## config.mk

```make
export PLATFORM = sky130hd
export DESIGN_NAME = mem_writer
export DESIGN_NICKNAME = d
export VERILOG_FILES = /design/src/rtl/mem_writer.sv
export SDC_FILE = /design/constraint.sdc
export NUM_CORES = 1
export LEC_CHECK = 0
export BUFFER_PORTS_ARGS = -buffer_cell sky130_fd_sc_hd__buf_2
export CAP_MARGIN = 20
export CELL_PAD_IN_SITES_DETAIL_PLACEMENT = 2
export CELL_PAD_IN_SITES_GLOBAL_PLACEMENT = 2
export CORE_ASPECT_RATIO = 1.2
export CORE_MARGIN = 2
export CORE_UTILIZATION = 50
export DETAILED_ROUTE_END_ITERATION = 7
export GPL_ROUTABILITY_DRIVEN = 0
export HOLD_SLACK_MARGIN = 0.05
export PLACE_DENSITY_LB_ADDON = 0.1
export SYNTH_ARGS = -nofsm -noshare
export SYNTH_HDL_FRONTEND = slang
export SYNTH_SLANG_ARGS = --single-unit
```

## constraint.sdc

```tcl
create_clock -name sys_clk -period 5.4 [get_ports sys_clk]
set_clock_uncertainty 0.05 [all_clocks]
set_input_delay 1.08 -clock sys_clk [delete_from_list [all_inputs] [get_ports sys_clk]]
set_output_delay 1.08 -clock sys_clk [all_outputs]
set_load 0.005 [all_outputs]
```

## src/rtl/mem_writer.sv

```systemverilog
// Byte-to-word packer that fills a small word memory.
// Bytes are packed little-endian and the memory is read back combinationally.
module mem_writer #(
  parameter int DEPTH = 16,
  parameter int AW    = 4
) (
  input  logic          sys_clk,
  input  logic          sys_rst,
  input  logic          clr,
  input  logic [7:0]    in_data,
  input  logic          in_valid,
  input  logic          in_last,
  output logic          in_ready,
  input  logic [AW-1:0] rd_addr,
  output logic [31:0]   rd_data,
  output logic [AW:0]   wr_count,
  output logic          full,
  output logic          wr_done
);

  typedef enum logic [1:0] {
    ST_EMPTY = 2'd0,
    ST_FILL  = 2'd1,
    ST_FULL  = 2'd2
  } state_t;

  state_t        state_r, state_next_s;
  logic [1:0]    k_r;
  logic [23:0]   buf_r;
  logic [AW-1:0] wr_ptr_r;
  logic [AW:0]   wr_count_r;
  logic          wr_done_r;
  logic [31:0]   mem_r [DEPTH];

  logic          accept_s;
  logic          commit_s;
  logic          last_word_s;
  logic [31:0]   word_s;

  // Unfilled lanes of buf_r are kept at zero, so OR-ing in the new byte
  // yields the zero-padded word on an early commit.
  // Handshake, commit decision and word assembly.
  always_comb begin
    in_ready    = (state_r != ST_FULL) && !clr;
    accept_s    = in_valid && in_ready;
    commit_s    = accept_s && ((k_r == 2'd3) || in_last);
    last_word_s = (wr_count_r == (AW+1)'(DEPTH - 1));
    word_s      = {8'h00, buf_r} | ({24'h000000, in_data} << {k_r, 3'b000});
  end

  // Next-state logic.
  always_comb begin
    state_next_s = state_r;
    case (state_r)
      ST_EMPTY, ST_FILL: begin
        if (clr) begin
          state_next_s = ST_EMPTY;
        end else if (commit_s) begin
          state_next_s = last_word_s ? ST_FULL : ST_EMPTY;
        end else if (accept_s) begin
          state_next_s = ST_FILL;
        end else begin
          state_next_s = state_r;
        end
      end
      ST_FULL: begin
        if (clr) begin
          state_next_s = ST_EMPTY;
        end else begin
          state_next_s = ST_FULL;
        end
      end
      default: state_next_s = ST_EMPTY;
    endcase
  end

  // State register.
  always_ff @(posedge sys_clk or negedge sys_rst) begin
    if (!sys_rst) begin
      state_r <= ST_EMPTY;
    end else begin
      state_r <= state_next_s;
    end
  end

  // Packer, pointer, count and done pulse.
  always_ff @(posedge sys_clk or negedge sys_rst) begin
    if (!sys_rst) begin
      k_r        <= 2'd0;
      buf_r      <= 24'h000000;
      wr_ptr_r   <= '0;
      wr_count_r <= '0;
      wr_done_r  <= 1'b0;
    end else if (clr) begin
      k_r        <= 2'd0;
      buf_r      <= 24'h000000;
      wr_ptr_r   <= '0;
      wr_count_r <= '0;
      wr_done_r  <= 1'b0;
    end else begin
      wr_done_r <= commit_s;
      if (commit_s) begin
        k_r        <= 2'd0;
        buf_r      <= 24'h000000;
        wr_ptr_r   <= wr_ptr_r + {{(AW-1){1'b0}}, 1'b1};
        wr_count_r <= wr_count_r + {{AW{1'b0}}, 1'b1};
      end else if (accept_s) begin
        k_r   <= k_r + 2'd1;
        buf_r <= word_s[23:0];
      end
    end
  end

  // Word memory; clr deliberately leaves contents intact.
  always_ff @(posedge sys_clk or negedge sys_rst) begin
    if (!sys_rst) begin
      for (int i = 0; i < DEPTH; i++) begin
        mem_r[i] <= 32'h00000000;
      end
    end else if (commit_s && !clr) begin
      mem_r[wr_ptr_r] <= word_s;
    end
  end

  assign rd_data  = mem_r[rd_addr];
  assign wr_count = wr_count_r;
  assign full     = (state_r == ST_FULL);
  assign wr_done  = wr_done_r;

endmodule

```

==> results.yml, run 1 <==
timing:
  timing.final.max_slew_violations: 0
  relSlewSlack_pct: 23.3
  setup_viol_count_final: 0
  setup_repair_after_global_routing_missed_its_margin: "no"
  tns_ns: 0
  fmaxAchievable_ghz: 0.241
  shortest_period_the_worst_path_allows_ns: 4.14
  finalHoldViolCount: 0
  worstMarginPinSlew_ns: 1.15
  final_min_period_over_clock_period_pct: 76.7
  holdWs_ns: 0.387
global_route:
  total_routing_usage_gr_pct: 28.8
  grt_remaining_overflow: 0
  grt_antenna_before_repair: 1
  vias_in_the_first_global_route: 16531
  grt_first_pass_wirelength_um: 107000
  largest_net_degree_at_the_start_of_global_routing: 124
finish:
  fin_util_pct: 56.3
  layout-drive-gt1-share_pct: 49.7
  layout-area-overhead-vs-synth_pct: 11.5
  design.final.nets: 1649
  final_area_um2: 27600
cts:
  clk_latency_ns: 0.62
  cts_max_level: 2
  cts.repair.resized: 0
  cts.repair_timing.setup_buffer_count: 0
  cts_inserted_buffers: 56
  worst_path_clk_slew_ns: 0.06
  clk_root_buffer_cell: "clkbuf_16"
  hold_buffers: 0
  tritoncts_clock_tree: "built"
  clockBufferDepth: 3
  clock_sink_count: 550
synthesis:
  ys.flop_type: "dfrtp_1"
  netlist_top_cells_area: "dfrtp_1 (56%), mux2_2 (22%), mux4_2 (12%)"
  syn-cell-area_um2: 24700
  synth_enable_flop_cells: 0
  ys_async_sr_fraction_pct: 100
  ys_warn_count: 0
  synthesis.area_per_instance_um2: 15.3
  postSynthRegisterBits: 550
  netlist_top_cells_count: "dfrtp_1 (550), mux2_2 (491), mux4_2 (128), clkbuf_1 (89), nand2_1 (65)"
  net_count_synth: 1641
  synth_most_common_cell: "dfrtp_1"
  post-synth-top-area-fraction_pct: 55.7
  syn-instance-count: 1617
  netlist-cell-type-count: 36
  synth_seq_area_share_pct: 55.7
  yosysTopAreaCell: "dfrtp_1"
power:
  power.leakage_nw: 13.7
  p_sw_w: 0.00202
  comb_power_share_pct: 5.9
  swShare_pct: 22.9
  total_power_w: 0.00883
  seq_power_share_pct: 48.2
  ir_drop_uv: 298
  power-per-cell-area_nw_per_um2: 320
  p_int_w: 0.00681
  clkPwrFrac_pct: 45.9
worst_setup_path:
  endpoint_class_of_the_critical_path: "primary output"
  cp-startpoint: "rd_addr[0]"
  ff2ff_path_depth: 7
  cp_top_family: "buffers and inverters"
  slowest_delay_ns: 0.55
  critPathRequiredTime_ns: 4.27
  crit_chain: "buf_8, buf_12, mux4_2, a22oi_1, nand2_1, buf_2"
  crit_buf_inv: 3
  worst-path-max-fanout: 41
  critPathKind: "in -> out"
  crit-reg2reg-capture: "mem_r[476]$_DFFE_PN0P_"
  worst-endpoint-arrival_ns: 3.01
  worstSetupStartpointType: "input pin"
  critical_path.reg2reg.startpoint: "k_r[0]$_DFFE_PN0P_"
  critPathSlowestCell: "mux4_2"
  r2r_setup_slack_ns: 1.42
floorplanning:
  core_region_area_um2: 49000
  start_util_pct: 50.5
  die-area_um2: 51200
  number_of_top_level_pins: 57
  rows: 89
  die_width_um: 207
  fp.dieH_um: 248
placed_design:
  dp_hpwl_um: 41300
  standard_cell_area_after_detailed_placement_um2: 25700
  io_buffer_count: 56
drt:
  detail_route.wl_per_cell_um: 30.5
  drcViolationCount: 0
  postRouteAntennaNets: 0
  routed_wl_um: 70300
  route.detailed.vias_per_inst: 6.23
  drt_first_iter_violations: 770
  drt_pre_antenna_iters: 4
  routed-via-count: 14358
hold_path:
  holdCritPathClass: "in -> async"
job:
  cap_violations: 0
run_status:
  run_status: "completed"
[metal layers]
metal | part of all wire (%) | track usage (%)
met3 | 3.6 | 4.31
met2 | 52 | 50.0
met5 | 0 | 0
met1 | 41 | 36.6
met4 | 3.6 | 10.4
[cells in the final DEF, fill, tap and decap left out, types with 8 or more instances in the layout]
cell type  count
nor2_1         8
mux4_2       128
nand3_2        9
o21ai_0       13
clkinv_2       8
mux2_2       491
mux2_1        13
clkbuf_8      11
clkbuf_16     57
and3_1         9
dfrtp_1      550
a21oi_1       31
a21o_1        22
clkbuf_1      15
buf_2         53
a21boi_0      14
a22oi_1       64
nand2_1       62
buf_4         36
[metrics by stage]
stage,worst slack (ns),instances
2_1_floorplan,1.87,1617
3_3_place_gp,1.26,2203
3_5_place_dp,1.23,2203
4_1_cts,1.17,2303
5_1_grt,1.06,2304
6_report,1.26,2305
[worst max-delay path by stage]
stage	slack (ns)	depth (start not counted)	end
2_1_floorplan	1.87	5	rd_data[10]
3_3_place_gp	1.26	6	rd_data[22]
3_5_place_dp	1.23	6	rd_data[17]
4_1_cts	1.17	6	rd_data[17]
5_1_grt	1.06	6	rd_data[17]
6_report	1.26	6	rd_data[5]
[power by group through the flow]
stage	combinational (W)	clock, W	sequential [W]
2_1_floorplan	0.000296	0	0.00431
3_3_place_gp	0.000507	0	0.00432
3_5_place_dp	0.000526	0	0.00433
4_1_cts	0.000533	0.00415	0.00426
5_1_grt	0.000569	0.00430	0.00427
6_report	0.000522	0.00405	0.00426
[flip-flops by register name, indices dropped and copies added, names as in the netlist]
register  cells
mem_r       512
wr_done       1
wr_count      5
state_r       2
k_r           2
buf_r        24
wr_ptr_r      4
[cell families after synthesis]
| family | after synthesis | synth area share, % |
|---|---|---|
| mux | 635 | 34.7 |
| flops | 550 | 55.7 |
| simple gates | 117 | 2.39 |
| fa+ha+maj | 7 | 0.354 |
| xor+xnor | 2 | 0.0709 |
| compound gates | 150 | 4.09 |
| buf+inv | 156 | 2.68 |
[area by class of cell]
class / count / area, um2
multi-input cells: 911 / 10400
flip-flops and latches: 550 / 13800
clock buffers: 83 / 1630
inverters: 7 / 26.3
clock inverters: 17 / 265
diodes: 1 / 2.50
repair buffers: 99 / 717
fillers: 4256 / 21400
well taps: 637 / 797
No activity file was read; power rests on OpenSTA's default activity.
==> run 2, diff against run 1 <==
--- a/config.mk
+++ b/config.mk
@@ -11,7 +11,7 @@
 export CELL_PAD_IN_SITES_GLOBAL_PLACEMENT = 2
 export CORE_ASPECT_RATIO = 1.2
 export CORE_MARGIN = 2
-export CORE_UTILIZATION = 50
+export CORE_UTILIZATION = 47
 export DETAILED_ROUTE_END_ITERATION = 7
 export GPL_ROUTABILITY_DRIVEN = 0
 export HOLD_SLACK_MARGIN = 0.05
==> constraint.sdc (replaced) <==
create_clock -name sys_clk -period 3.96 [get_ports sys_clk]
set_clock_uncertainty 0.05 [all_clocks]
set_input_delay 0.792 -clock sys_clk [delete_from_list [all_inputs] [get_ports sys_clk]]
set_output_delay 0.792 -clock sys_clk [all_outputs]
set_load 0.005 [all_outputs]
==> run 2 against run 1 <==
Worst hold slack got worse by 0.33 ns. Register-to-register slack lost 0.83 ns. Via count rose by 1.2%. Clock power rose by 36%. Critical endpoint is now mem_r[367]$_DFFE_PN0P_.
==> results.yml, run 2 (synthesis results as in run 1) <==
cts:
  clk_root_buffer_cell: "clkbuf_16"
  tritoncts_clock_tree: "built"
  cts_max_level: 2
  worst_path_clk_slew_ns: 0.06
  cts.repair.resized: 0
  clk_latency_ns: 0.61
  clock_sink_count: 550
  hold_buffers: 0
  clockBufferDepth: 3
  cts.repair_timing.setup_buffer_count: 0
  cts_inserted_buffers: 56
worst_setup_path:
  r2r_setup_slack_ns: 0.59
  worstSetupStartpointType: "register"
  critPathRequiredTime_ns: 4.40
  cp_top_family: "simple AND/OR/NAND/NOR gates"
  crit_chain: "ha_1, nor2_1, nor4b_4, nand3_2, buf_4, mux2_2"
  crit-reg2reg-capture: "mem_r[367]$_DFFE_PN0P_"
  endpoint_class_of_the_critical_path: "register"
  crit_buf_inv: 1
  worst-endpoint-arrival_ns: 3.81
  slowest_delay_ns: 0.81
  critPathKind: "reg -> reg"
  worst-path-max-fanout: 15
  critPathSlowestCell: "nand3_2"
  ff2ff_path_depth: 6
  critical_path.reg2reg.startpoint: "k_r[1]$_DFFE_PN0P_"
global_route:
  grt_antenna_before_repair: 0
  vias_in_the_first_global_route: 16902
  grt_remaining_overflow: 0
  largest_net_degree_at_the_start_of_global_routing: 109
  total_routing_usage_gr_pct: 28.5
  grt_first_pass_wirelength_um: 113000
power:
  ir_drop_uv: 366
  clkPwrFrac_pct: 45.6
  p_sw_w: 0.00282
  comb_power_share_pct: 6.3
  seq_power_share_pct: 48.2
  power-per-cell-area_nw_per_um2: 430
  swShare_pct: 23.4
  power.leakage_nw: 13.9
  p_int_w: 0.00923
  total_power_w: 0.0121
timing:
  timing.final.max_slew_violations: 0
  worstMarginPinSlew_ns: 1.05
  tns_ns: 0
  fmaxAchievable_ghz: 0.297
  final_min_period_over_clock_period_pct: 85.0
  setup_repair_after_global_routing_missed_its_margin: "no"
  shortest_period_the_worst_path_allows_ns: 3.37
  finalHoldViolCount: 0
  setup_viol_count_final: 0
  relSlewSlack_pct: 29.8
drt:
  drt_pre_antenna_iters: 4
  postRouteAntennaNets: 0
  drcViolationCount: 0
  routed_wl_um: 73400
  routed-via-count: 14529
  route.detailed.vias_per_inst: 6.09
  detail_route.wl_per_cell_um: 30.8
  drt_first_iter_violations: 754
floorplanning:
  start_util_pct: 47.3
  core_region_area_um2: 52300
  number_of_top_level_pins: 57
  die_width_um: 213
  rows: 92
  die-area_um2: 54500
  fp.dieH_um: 255
finish:
  layout-drive-gt1-share_pct: 50.1
  number_of_flip_flops_under_the_largest_register_name: 512
  layout.area.seq_um2: 13800
  insertedDiodeCount: 0
  final_cells: 2386
  multi_input_gate_area_um2: 10400
  layout-area-overhead-vs-synth_pct: 13.3
  regMostFlops: "mem_r"
  mostFrequentLayoutCell: "dfrtp_1"
  fill_cells: 4662
  final_cell_mix: "dfrtp_1 (550), mux2_2 (491), mux4_2 (128)"
  design.final.nets: 1661
placed_design:
  dp_hpwl_um: 41100
  dpl.cell_count: 2284
  io_buffer_count: 56
job:
  cap_violations: 0
run_status:
  run_status: "completed"
hold_path:
  holdCritPathClass: "in -> async"
[run 2: cell count changes in the layout (fill, tap and decap cells not counted), moves of 2 or more]
cell	before	now
clkinv_2	8	11
bufinv_16	7	5
buf_12	7	30
buf_4	36	25
clkbuf_8	11	14
[run 2: routing by layer]
metal | wire (um) | track usage [%] | vias up
met2 | 38400 | 50.1 | 268
met4 | 1820 | 7.54 | 0
met1 | 30400 | 37.5 | 8116
li1 | - | - | 6027
met3 | 2820 | 3.28 | 118
met5 | 0 | 0 | -
[run 2: how the worst max path moves through the flow]
stage	startpoint	endpoint	slack (ns)	cells after the start
after floorplan	rd_addr[0]	rd_data[10]	1.01	5
after global placement	rd_addr[0]	rd_data[21]	0.65	6
after detailed placement	rd_addr[0]	rd_data[16]	0.62	6
after CTS	rd_addr[0]	rd_data[16]	0.55	6
after global routing	rd_addr[0]	rd_data[16]	0.46	6
final	k_r[1]$_DFFE_PN0P_	mem_r[367]$_DFFE_PN0P_	0.59	6
[run 2: power groups by stage]
| stage | Combinational [W] | Sequential (W) | Clock (W) |
|---|---|---|---|
| finish | 0.000754 | 0.00581 | 0.00549 |
| CTS | 0.000771 | 0.00581 | 0.00561 |
| floorplan | 0.000404 | 0.00588 | 0 |
| global placement | 0.000735 | 0.00589 | 0 |
| detailed placement | 0.000760 | 0.00590 | 0 |
| global route | 0.000823 | 0.00582 | 0.00583 |
[run 2: final cells by class]
class	instances	area share, %
clock inverter	17	0.759
clock buffer	85	5.97
timing repair buffer	111	3.91
multi-input combinational	911	37.0
sequential	550	49.1
tap	705	3.15
inverter	7	0.0938
[run 2: worst register-to-register path, stage by stage (launching register included)]
cell and delay, ns:
dfrtp_1 0.70, ha_1 0.32, nor2_1 0.09, nor4b_4 0.49, nand3_2 0.82, buf_4 0.49, mux2_2 0.29
[run 2: through the flow]
stage | utilization (%) | hold slack [ns] | setup slack (ns) | area (um2)
floorplan | - | 0.402 | 1.01 | 24700
global placement | 50.0 | 0.413 | 0.646 | 26100
detailed placement | 50.0 | 0.430 | 0.617 | 26100
CTS | 53.6 | 0.0539 | 0.546 | 28000
global route | 53.6 | 0.0694 | 0.461 | 28000
finish | 53.6 | 0.0582 | 0.595 | 28000
==> run 3, diff against run 2 <==
--- a/config.mk
+++ b/config.mk
@@ -11,7 +11,7 @@
 export CELL_PAD_IN_SITES_GLOBAL_PLACEMENT = 2
 export CORE_ASPECT_RATIO = 1.2
 export CORE_MARGIN = 2
-export CORE_UTILIZATION = 47
+export CORE_UTILIZATION = 42
 export DETAILED_ROUTE_END_ITERATION = 7
 export GPL_ROUTABILITY_DRIVEN = 0
 export HOLD_SLACK_MARGIN = 0.05
==> constraint.sdc (replaced) <==
create_clock -name sys_clk -period 2.7 [get_ports sys_clk]
set_clock_uncertainty 0.05 [all_clocks]
set_input_delay 0.54 -clock sys_clk [delete_from_list [all_inputs] [get_ports sys_clk]]
set_output_delay 0.54 -clock sys_clk [all_outputs]
set_load 0.005 [all_outputs]
==> run 3 against run 2 <==
First-iteration DRC count decreased by 10%. Critical path depth is 1 higher. Worst hold slack better by 0.16 ns. Sequential power grew 46%. Clock power up 53%. Setup slack got worse by 0.53 ns. Cell count rose by 3.6%. Sequential cell count did not move. Non-clock buffer count grew 50. Utilization decreased by 4.2 points. Critical endpoint is now rd_data[3]. Largest power group unchanged.
==> results.yml, run 3 (synthesis results as in run 1) <==
floorplanning:
  die_width_um: 225
  die-area_um2: 60800
  rows: 97
  fp.dieH_um: 270
  number_of_top_level_pins: 57
  core_region_area_um2: 58300
  start_util_pct: 42.4
cts:
  clockBufferDepth: 3
  clk_latency_ns: 0.62
  cts_inserted_buffers: 58
  tritoncts_clock_tree: "built"
  clock_sink_count: 550
  cts_max_level: 2
  clk_root_buffer_cell: "clkbuf_16"
  worst_path_clk_slew_ns: 0.05
worst_setup_path:
  cp-startpoint: "rd_addr[0]"
  critPathSlowestCell: "mux4_2"
  crit_chain: "buf_12, buf_16, buf_4, mux4_2, a22oi_1, nand2_1, buf_2"
  crit-reg2reg-capture: "mem_r[252]$_DFFE_PN0P_"
  worst-path-max-fanout: 15
  worstSetupStartpointType: "input pin"
  critPathRequiredTime_ns: 2.11
  r2r_setup_slack_ns: 0.37
  worst-endpoint-arrival_ns: 2.04
  critPathKind: "in -> out"
  endpoint_class_of_the_critical_path: "primary output"
  critical_path.reg2reg.startpoint: "k_r[0]$_DFFE_PN0P_"
  slowest_delay_ns: 0.49
  ff2ff_path_depth: 7
global_route:
  grt_remaining_overflow: 0
  grt_first_pass_wirelength_um: 110000
  total_routing_usage_gr_pct: 24.5
  vias_in_the_first_global_route: 16846
  grt_antenna_before_repair: 3
  largest_net_degree_at_the_start_of_global_routing: 108
drt:
  drcViolationCount: 0
  routed_metal_1_wire_length_um: 31100
  route.detailed.vias_per_inst: 5.89
  drt_first_iter_violations: 676
  detail_route.wl_per_cell_um: 28.8
  postRouteAntennaNets: 0
  maxUsedRoutingLayer: "met5"
  met3RoutedLength_um: 2510
  met2_wirelength_um: 35300
  routed_wl_um: 71300
  drt_pre_antenna_iters: 4
  routed-via-count: 14555
timing:
  relSlewSlack_pct: 56.3
  worstMarginPinSlew_ns: 0.656
  setup_viol_count_final: 0
  holdWs_ns: 0.217
  timing.final.max_slew_violations: 0
  finalHoldViolCount: 0
  tns_ns: 0
  final_min_period_over_clock_period_pct: 97.6
  shortest_period_the_worst_path_allows_ns: 2.63
  setup_repair_after_global_routing_missed_its_margin: "yes"
  fmaxAchievable_ghz: 0.380
finish:
  layout-area-overhead-vs-synth_pct: 16.3
  layout-drive-gt1-share_pct: 52.2
  regMostFlops: "mem_r"
  fill_cells: 5328
  design.final.nets: 1713
  mostFrequentLayoutCell: "dfrtp_1"
  final_cell_mix: "dfrtp_1 (550), mux2_2 (491), mux4_2 (128)"
  insertedDiodeCount: 0
  number_of_flip_flops_under_the_largest_register_name: 512
hold_path:
  hold_path_end: "state_r[1]$_DFFE_PN0P_"
  worstHoldPathCells: 3
  worst_hold_start: "in_valid"
  holdCritPathClass: "in -> reg"
placed_design:
  io_buffer_count: 56
  dp_hpwl_um: 42800
power:
  total_power_w: 0.0181
  ir_drop_uv: 460
  power.leakage_nw: 14.2
  power-per-cell-area_nw_per_um2: 628
run_status:
  run_status: "completed"
job:
  cap_violations: 0
[run 3: cell count changes in the layout (fill, tap and decap cells not counted), moves of 2 or more]
cell / before / now
clkbuf_1: 14 / 11
nand2_2: 3 / 5
nand2_1: 62 / 60
clkbuf_16: 57 / 61
buf_16: 0 / 2
a22oi_2: 0 / 6
clkinv_2: 11 / 6
buf_4: 25 / 62
buf_12: 30 / 40
a22oi_1: 64 / 58
[run 3: area by class of cell]
cell class,instances,area (um2),area share [%]
Clock buffer,87,1770,6.17
Clock inverter,15,234,0.814
Inverter,7,26.3,0.0914
Multi-Input combinational cell,911,10400,36.2
Sequential cell,550,13800,47.9
Tap cell,742,928,3.23
Timing Repair Buffer,161,1630,5.68
[run 3: worst max-delay path by stage]
stage / depth (start not counted) / to
2_1_floorplan: 5 / rd_data[10]
3_3_place_gp: 7 / rd_data[21]
3_5_place_dp: 7 / rd_data[16]
4_1_cts: 4 / rd_data[20]
5_1_grt: 6 / rd_data[10]
6_report: 7 / rd_data[3]
[run 3: worst max-delay path: cells and delay by family]
| family | cells | cell delay, ns |
|---|---|---|
| mux | 1 | 0.49 |
| compound gates | 1 | 0.27 |
| simple gates | 1 | 0.10 |
| buf+inv | 4 | 0.62 |
[run 3: routing by layer]
layer	vias up	global-route usage (%)
met4	4	7.88
met2	256	40.9
li1	6124	-
met3	136	3.01
met5	-	0
met1	8035	33.4
[run 3: what timing repair did]
item / in CTS / in global routing
hold endpoints to repair: 16 / 0
gates resized for setup: 2 / 10
pin swaps: 0 / 1
hold buffers: 1 / 0
setup endpoints to repair: 3 / 11
setup buffers: 6 / 6
[run 3: stage by stage]
stage	instances	setup WS, ns	util, %	area (um2)
finish	2473	0.0651	49.4	28800
detailed placement	2358	-0.0603	45.6	26600
floorplan	1617	0.251	-	24700
global route	2473	-0.0143	49.4	28800
CTS	2467	0.00417	49.2	28700
global placement	2358	-0.00987	45.6	26600
[run 3: report_power, final]
part / total, W / switching, W / leakage, nW / internal (W)
sequential: 0.00851 / 0.0000909 / 7.64 / 0.00841
clock: 0.00840 / 0.00333 / 0.985 / 0.00507
combinational: 0.00116 / 0.000702 / 5.59 / 0.000462
